==> config.mk <==
export PLATFORM = sky130hd
export DESIGN_NAME = matvec_sequencer
export DESIGN_NICKNAME = d
export VERILOG_FILES = /design/src/rtl/matvec_sequencer.sv
export SDC_FILE = /design/constraint.sdc
export NUM_CORES = 1
export LEC_CHECK = 0
export CAP_MARGIN = 20
export CORE_MARGIN = 5
export CORE_UTILIZATION = 42
export DETAILED_ROUTE_END_ITERATION = 10
export PLACE_DENSITY_LB_ADDON = 0.08
export SLEW_MARGIN = 20
export SYNTH_ARGS = -nofsm -noshare
export SYNTH_HDL_FRONTEND = slang
export SYNTH_SLANG_ARGS = --single-unit
==> constraint.sdc <==
create_clock -name clk -period 8.6 [get_ports clk]
set_input_delay 2.58 -clock clk [delete_from_list [all_inputs] [get_ports clk]]
set_output_delay 2.58 -clock clk [all_outputs]
set_load 0.01 [all_outputs]
==> src/rtl/matvec_sequencer.sv <==
// Sequences a shared combinational DotProduct unit to compute y = W*x, one element per weight row.
// Optional build macro MATVEC_RELU_EN clamps negative dot-product results to zero on capture.

module matvec_sequencer #(
  parameter int WIDTH = 8,
  parameter int N     = 4,
  parameter int M     = 4,
  localparam int IDX_W = (M > 1) ? $clog2(M) : 1
) (
  input  logic                    clk,
  input  logic                    rst,
  input  logic                    start,
  input  logic signed [WIDTH-1:0] x [N],
  input  logic                    w_valid,
  output logic                    w_ready,
  input  logic signed [WIDTH-1:0] w_row [N],
  output logic signed [WIDTH-1:0] dp_a [N],
  output logic signed [WIDTH-1:0] dp_b [N],
  input  logic signed [WIDTH-1:0] dp_out,
  output logic                    y_valid,
  input  logic                    y_ready,
  output logic signed [WIDTH-1:0] y_data,
  output logic [IDX_W-1:0]        y_index,
  output logic                    busy,
  output logic                    done,
  output logic [2:0]              dbg_state
);

  // Handshakes: a transfer happens on a posedge where valid && ready are both high.
  // w_ready and y_valid are decoded from state alone, so they never depend on the
  // partner's valid/ready and are never asserted together.

  typedef enum logic [2:0] {
    ST_IDLE = 3'd0,
    ST_LOAD = 3'd1,
    ST_CALC = 3'd2,
    ST_EMIT = 3'd3,
    ST_DONE = 3'd4
  } state_t;

  localparam logic [IDX_W-1:0] LAST_ROW = IDX_W'(M - 1);

  state_t                  state_q, state_d;
  logic signed [WIDTH-1:0] x_reg [N];
  logic signed [WIDTH-1:0] w_reg [N];
  logic signed [WIDTH-1:0] y_reg;
  logic [IDX_W-1:0]        row_cnt;

  logic                    x_load, w_load, y_load, cnt_clr, cnt_inc;
  logic signed [WIDTH-1:0] capture_val;

`ifdef MATVEC_RELU_EN
  always_comb begin
    capture_val = dp_out[WIDTH-1] ? '0 : dp_out;
  end
`else
  always_comb begin
    capture_val = dp_out;
  end
`endif

  always_comb begin
    state_d = state_q;
    x_load  = 1'b0;
    w_load  = 1'b0;
    y_load  = 1'b0;
    cnt_clr = 1'b0;
    cnt_inc = 1'b0;
    w_ready = 1'b0;
    y_valid = 1'b0;
    done    = 1'b0;
    busy    = (state_q != ST_IDLE);
    case (state_q)
      ST_IDLE: begin
        if (start) begin
          x_load  = 1'b1;
          cnt_clr = 1'b1;
          state_d = ST_LOAD;
        end
      end
      ST_LOAD: begin
        w_ready = 1'b1;
        if (w_valid) begin
          w_load  = 1'b1;
          state_d = ST_CALC;
        end
      end
      ST_CALC: begin
        y_load  = 1'b1;
        state_d = ST_EMIT;
      end
      ST_EMIT: begin
        y_valid = 1'b1;
        if (y_ready) begin
          if (row_cnt == LAST_ROW) begin
            state_d = ST_DONE;
          end else begin
            cnt_inc = 1'b1;
            state_d = ST_LOAD;
          end
        end
      end
      ST_DONE: begin
        done    = 1'b1;
        state_d = ST_IDLE;
      end
      default: state_d = ST_IDLE;
    endcase
  end

  always_ff @(posedge clk) begin
    if (rst) begin
      state_q <= ST_IDLE;
    end else begin
      state_q <= state_d;
    end
  end

  always_ff @(posedge clk) begin
    if (rst) begin
      for (int i = 0; i < N; i++) begin
        x_reg[i] <= '0;
        w_reg[i] <= '0;
      end
      y_reg   <= '0;
      row_cnt <= '0;
    end else begin
      if (x_load) begin
        for (int i = 0; i < N; i++) x_reg[i] <= x[i];
      end
      if (w_load) begin
        for (int i = 0; i < N; i++) w_reg[i] <= w_row[i];
      end
      if (y_load) begin
        y_reg <= capture_val;
      end
      if (cnt_clr) begin
        row_cnt <= '0;
      end else if (cnt_inc) begin
        row_cnt <= row_cnt + IDX_W'(1);
      end
    end
  end

  // Operands stay on the shared unit continuously; only CALC samples the result.
  always_comb begin
    for (int i = 0; i < N; i++) begin
      dp_a[i] = x_reg[i];
      dp_b[i] = w_reg[i];
    end
  end

  assign y_data    = y_reg;
  assign y_index   = row_cnt;
  assign dbg_state = state_q;

endmodule

# --- After elaboration in Yosys (flattened, before gate mapping) ---
# Memory sizes are Yosys's and may differ from the RTL's.
# Index checks and enable logic that the tools add are counted.
totals:
  out_inout_bits: 81
  ff_bits: 13
  elab_cells: 58
  mem_bits_rw: 64
  memories: 2
  input_bits: 77
memory_table:
  columns: ["memory", "depth", "width", "rd", "rd_clocked_by_memory_dff", "write_ports", "line", "source"]
  rows:
  - ["w_reg", 4, 8, 4, 0, 4, "45", "logic signed [WIDTH-1:0] w_reg [N];"]
  - ["x_reg", 4, 8, 4, 0, 4, "44", "logic signed [WIDTH-1:0] x_reg [N];"]
classes:
  mux: 32
  n_reduce_logical: 4
  n_addsub: 1
  n_eq_ne: 8
  bitwise_logic: 8
op_table:
  columns: ["operator", "count"]
  rows:
  - ["2-to-1 mux 8 bit", 8]
  - ["2-to-1 mux 1 bit", 19]
  - ["2-to-1 mux 3 bit", 4]
  - ["one-hot mux 3 bit (4 select lines)", 1]
  - ["OR 1 bit", 8]
  - ["equality test 3 x 2 -> 1 bit, second input constant", 2]
  - ["!= test 2 bit, second input constant", 3]
  - ["equality test 3 x 1 -> 1 bit, second input constant", 1]
  - ["equality test 3 bit, second input constant", 1]
  - ["logical NOT 3 bit", 1]
  - ["AND reduction 3 bit", 1]
  - ["nonzero test 3 bit", 1]
  - ["adder 2 x 1 -> 2 bit, second input constant", 1]
  - ["equality test 2 bit, second input constant", 1]
  - ["OR reduction 2 bit", 1]

# --- Depth between registers and ports, before layout ---
# Gate-level depths: netlist of the first run.
logic_depth:
  ltp_word: 6
  mapped_depth: 5
  mapped_depth_nobuf: 3

# --- Worst setup path after synthesis of the first run ---
# OpenSTA, ideal clock, no wires.
synth_path:
  path_type: "input -> register"
  startpoint: "input start"
  endpoint: "memory x_reg[0][0] (enable)"
  slack_ns: 3.920
  path_stages: 2
  n_path_buf: 0
  arrival_time_ns: 4.249
  required_time_ns: 8.169
  setup_time_ns: 0.431
  path_cell_list: "inv_1 -> o21bai_1"
synth_lines:
  columns: ["item", "line", "source"]
  rows:
  - ["from (decl)", "12", "input logic start,"]
  - ["to (decl)", "44", null]

# --- Final worst setup path of the first run ---
layout_path:
  startpoint: "register state_q[0], in the netlist dbg_state[0]"
  endpoint: "output w_ready"
layout_via:
  elab_chain_cells: 2
layout_rtl:
  columns: ["item", "line", "source"]
  rows:
  - ["from (decl)", "43", "state_t state_q, state_d;"]
  - ["from (signal assigned)", "115", "state_q <= state_d;"]
  - ["equality test 3 x 1 -> 1 bit", "73", "case (state_q)"]
  - ["2-to-1 mux 1 bit", "73", null]
  - ["to (decl)", "15", "output logic w_ready,"]
# No other way between the ends.

==> metrics.cfg, run 1 <==
[yosys]
ys_seq_area_share_pct=74.0
synth_top_area_share_pct=65.1
synth_cell_types=28
synth_top_area_cell=edfxtp_1
ys_ff_latch=77
synth_area_per_cell_um2=15.1
syn_nets=273
ys_top_cells_by_area=edfxtp_1 (65%), and2_1 (14%), dfxtp_1 (8.8%)
netlist_area_mm2=0.00295
yosysWarnings=0
synthCells=195

[global_route]
grt_pass1_wl_mm=11.0
grt-ovfl-total=0
grt_pass1_vias=2170
grt_max_degree=35
grt_antenna_before_repair=0
grt.total_usage_pct=16.5

[route]
vias=2073
routed_via_density=4.55
first_pass_iters=4
wl_met3_um=749
post_drt_wl_per_cell_um=15.4
top_layer=met4
wl_mm=7.03
wl_met1_mm=2.72
drc=0
wl_met2_mm=3.48
ant_nets=0
drt_first_iter_violations=61

[min_path]
min_path_type=register to register

[power_and_ir_drop]
power_leakage_nw=1.79
netSwitchingPower_mw=0.190
p_per_area_mw_per_mm2=174
ir_drop_uv=99.6
p_sw_share_pct=22.6
sequentialPowerShare_pct=52.6
p_clk_share_pct=31.3
power_frac_comb_pct=16.0
intPower_mw=0.650

[clocking]
insertion_delay_ps=340
hold_buffers=0
cts_tree=yes
h-tree-depth=3
clockBufferDepth=2
cts_root_buf=clkbuf_8
cts_resized=0
cts_sinks=77
postCtsSetupBuffers=0
numCtsBuffers=9
clk_pin_slew_ps=80

[setup_path]
slowest_stage=clkdlybuf4s50_1
crit_type=register to output pin
start_kind=register
crit_chain=nor3b_1 -> clkdlybuf4s50_1
crit_fanout=12
critical_path_arrival_ps=1800
cp_slowest_stage_delay_ps=620
endpoint_kind=output pin
worstPathRequired_ps=6020

[place]
io_buffers=157
pre_cts_ws_ps=3760
gp_congestion=0.680
dp_hpwl_mm=5.08

[floorplan]
fp.dieH_um=93.8
rows=30
core_area_mm2=0.00683
start_util_pct=43.2
ios=158
die_w_um=93.8
die_area_mm2=0.00880

[sta]
rsz0062_at_grt=false
slew_headroom_pct=36.8
min_period_over_period_pct=50.9
holdWs_ps=504
setup_viol=0
slew_viol_final=0
fmax_mhz=228
worst_clock_skew_ps=8.18
fin_crit_ps=4380
hold_violations=0
final.setup.tns_ps=0
worst_pin_slew_ps=946
worst_slack_ps=4220

[run]
maxCapViolations=0

[finish]
diodes=0
layout-drive-gt1-share_pct=6.94
utilization_pct=70.6
syn2layout_area_growth_pct=63.5
fin_nets=433

[status]
status=completed

cell usage in the layout (no fill, tap or decap):
cell type	count
nor4_1	2
mux2i_1	8
nor2_1	8
nor3b_1	4
ha_1	1
inv_1	1
edfxtp_1	64
a21o_1	1
nor3_4	1
clkinv_4	1
and3b_1	1
or3_4	1
o21ai_0	2
a21oi_1	4
bufinv_16	1
nand4b_1	1
clkinv_2	4
nand2_1	1
clkinvlp_4	1
or3b_2	1
and3_1	1
o21bai_4	1
clkbuf_8	10
dfxtp_1	13
clkdlybuf4s50_1	157
and4_1	1
and2_1	64
or3_1	1
buf_4	2
or2_2	1
nor4_4	1
power by group through the flow:
stage / Sequential, mW / Combinational [mW] / Clock [mW]
finish: 0.442 / 0.135 / 0.263
global route: 0.445 / 0.144 / 0.288
CTS: 0.443 / 0.137 / 0.273
detailed placement: 0.451 / 0.136 / 0
global placement: 0.450 / 0.134 / 0
floorplan: 0.464 / 0.0279 / 0
cell families (layout without fill, tap and decap cells):
kind of cell / after synthesis / in the layout / synth area share, %
AO/OA/AOI/OAI: 8 / 8 / 1.53
adder cells (fa/ha/maj): 1 / 1 / 0.424
buffers and inverters: 12 / 177 / 2.04
flip-flops: 77 / 77 / 74.0
multiplexers: 8 / 8 / 2.71
AND/OR/NAND/NOR: 89 / 89 / 19.3
cell type report:
cell class                 instances  area [um^2]
timing repair buffer             160         1600
sequential                        77         2180
tap                               96          120
inverter                           1         3.75
clock inverter                     7         66.3
clock buffer                       9          124
multi-input combinational        106          728
fill                             490         2010
routing by layer:
layer | up-vias | track usage (%)
met3 | 9 | 7.29
met2 | 98 | 27.0
li1 | 1002 | -
met5 | - | 0
met1 | 964 | 18.6
met4 | 0 | 7.22
cell usage after synthesis:
master and count:
a21o_1 1, a21oi_1 4, and2_1 64, and3_1 1, and3b_1 1, and4_1 1, buf_2 3, buf_6 1
clkbuf_1 4, clkbuf_2 3, dfxtp_1 13, edfxtp_1 64, ha_1 1, inv_1 1, mux2i_1 8, nand2_1 1
nand4b_1 1, nor2_1 8, nor3_4 1, nor3b_1 4, nor4_1 2, nor4_2 1, o21ai_0 2, o21bai_1 1
or2_2 1, or3_1 1, or3_4 1, or3b_2 1
path summary, 6_finish.rpt:
kind	start	endpoint	slack, ps	cells past startpoint
setup reg to reg	dbg_state[1]	x_reg[1][1]	6560	2
setup / recovery	dbg_state[0]	w_ready	4220	2
hold / removal	y_index[1]	y_index[1]	500	2
hold reg to reg	y_index[1]	y_index[1]	500	2
per-stage QoR:
step	power (mW)	instance area [um^2]	instances
3_3_place_gp	0.584	4620	439
2_1_floorplan	0.492	2950	195
4_1_cts	0.852	4810	455
5_1_grt	0.877	4820	456
6_report	0.840	4820	456
3_5_place_dp	0.587	4620	439
critical path, delay by kind of cell (launching register included):
| family | cells | cell delay, ps |
|---|---|---|
| and+or+nand+nor | 1 | 300 |
| DFF | 1 | 530 |
| buffers and inverters | 1 | 620 |
Power figures use the tool's default switching activity.
==> run 2, diff against run 1 <==
- CORE_UTILIZATION: 42 -> 39
- clock period: 8.6 -> 4.2 ns (I/O delays scaled with it)
==> metrics.cfg, run 2 (synthesis gave the netlist of run 1 again) <==
[status]
status=completed

[setup_path]
start_kind=register
slowest_stage=clkdlybuf4s50_1
cp_slowest_stage_delay_ps=610  ; about the same
crit_fanout=12  ; unchanged
crit_family=buffers and inverters
critical_path_arrival_ps=1790  ; about the same
worstPathRequired_ps=2940  ; -3080 ps
endpoint_kind=output pin
cp_num_buf_inv=1  ; unchanged
crit_type=register to output pin
crit_chain=nor3b_1 -> clkdlybuf4s50_1

[floorplan]
start_util_pct=40.5  ; -2.7 points
fp.dieH_um=97.0  ; +3.4%
die_area_mm2=0.00940  ; +6.9%
core_area_mm2=0.00729  ; +6.7%
die_w_um=97.0  ; +3.4%
rows=31  ; +3.3%
ios=158  ; unchanged

[route]
post_drt_wl_per_cell_um=15.3  ; -0.78%
vias=2037  ; -1.7%
ant_nets=0  ; unchanged
drc=0  ; unchanged
drt_first_iter_violations=81  ; +33%
routed_via_density=4.44  ; -2.4%
wl_mm=7.02  ; -0.13%
first_pass_iters=6  ; +2

[sta]
fin_crit_ps=3050
setup_viol=0  ; unchanged
slew_viol_final=0  ; unchanged
slew_headroom_pct=37.0  ; +0.29 points
final.setup.tns_ps=0  ; unchanged
rsz0062_at_grt=false
fmax_mhz=328
worst_clock_skew_ps=6.15  ; -2.03 ps
worst_pin_slew_ps=942  ; -4.29 ps
hold_violations=0  ; unchanged
min_period_over_period_pct=72.5

[clocking]
h-tree-depth=3  ; unchanged
clockBufferDepth=2  ; unchanged
clk_pin_slew_ps=70  ; about the same
cts_root_buf=clkbuf_8
postCtsSetupBuffers=0  ; unchanged
cts_resized=0  ; unchanged
cts_sinks=77  ; unchanged
numCtsBuffers=9  ; unchanged
insertion_delay_ps=330  ; about the same
cts_tree=yes
hold_buffers=0  ; unchanged

[finish]
diodes=0  ; unchanged
layout-drive-gt1-share_pct=6.11  ; -0.83 points
syn2layout_area_growth_pct=63.2
final_common_cell=clkdlybuf4s50_1
fin_area_mm2=0.00481  ; -0.21%
final_cell_mix=clkdlybuf4s50_1 (157), and2_1 (64), edfxtp_1 (64)
fin_nets=433  ; unchanged

[global_route]
grt_max_degree=35  ; unchanged
grt_pass1_vias=2186  ; +0.74%
grt-ovfl-total=0  ; unchanged
grt_antenna_before_repair=0  ; unchanged
grt_pass1_wl_mm=11.3  ; +2.3%
grt.total_usage_pct=15.2  ; -1.3 points

[power_and_ir_drop]
sequentialPowerShare_pct=53.1  ; +0.5 points
p_per_area_mw_per_mm2=354  ; +100%
p_sw_share_pct=21.9  ; -0.70 points
power_leakage_nw=1.78  ; -0.53%
ir_drop_uv=177  ; +78%
intPower_mw=1.33  ; +100%
power_frac_comb_pct=16.2  ; +0.2 points
p_clk_share_pct=30.7  ; -0.6 points
netSwitchingPower_mw=0.374  ; +97%

[run]
maxCapViolations=0  ; unchanged

[place]
gp_congestion=0.714  ; +5.0%
dpl_cell_area_mm2=0.00463  ; +0.24%
io_buffers=157  ; unchanged
dp_hpwl_mm=5.23  ; +2.9%

[min_path]
min_path_type=register to register

[run 2: through the flow]
stage	utilization, %	hold WS (ps)	power [mW]	cells	setup slack (ps)
2_1_floorplan	-	514	1.01	195	840
3_3_place_gp	63.5	474	1.20	443	961
3_5_place_dp	63.5	485	1.20	443	952
4_1_cts	66.0	509	1.72	459	1140
5_1_grt	66.0	547	1.78	459	1010
6_report	66.0	502	1.70	459	1150
[run 2: worst min-delay path, cell delays in order (launching register included)]
cell and delay (ps):
dfxtp_1 330, mux2i_1 60, nor2_1 80
[run 2: power by group through the flow]
stage          combinational [mW]  clock (mW)  sequential [mW]
2_1_floorplan              0.0572           0            0.950
3_3_place_gp                0.278           0            0.922
3_5_place_dp                0.280           0            0.923
4_1_cts                     0.281       0.536            0.906
5_1_grt                     0.294       0.572            0.911
6_report                    0.276       0.524            0.905
[run 2: layer usage]
metal | global-route usage, % | part of all wire (%)
met3 | 6.19 | 7.8
met4 | 5.83 | 1.2
met1 | 16.2 | 40
met5 | 0 | 0
met2 | 26.8 | 51
[run 2: worst paths after layout]
check / from / endpoint / slack, ps / depth (start not counted)
max: dbg_state[0] / w_ready / 1150 / 2
min reg2reg: y_data[5] / y_data[5] / 500 / 2
min: y_data[5] / y_data[5] / 500 / 2
max reg2reg: dbg_state[1] / x_reg[1][1] / 2160 / 2
[run 2: area by class of cell]
cell class	count	area, um^2
fillers	555	2480
flip-flops and latches	77	2180
repair buffers	160	1590
multi-input cells	106	728
clock buffers	11	131
well taps	99	124
clock inverters	5	51.3
inverters	1	3.75
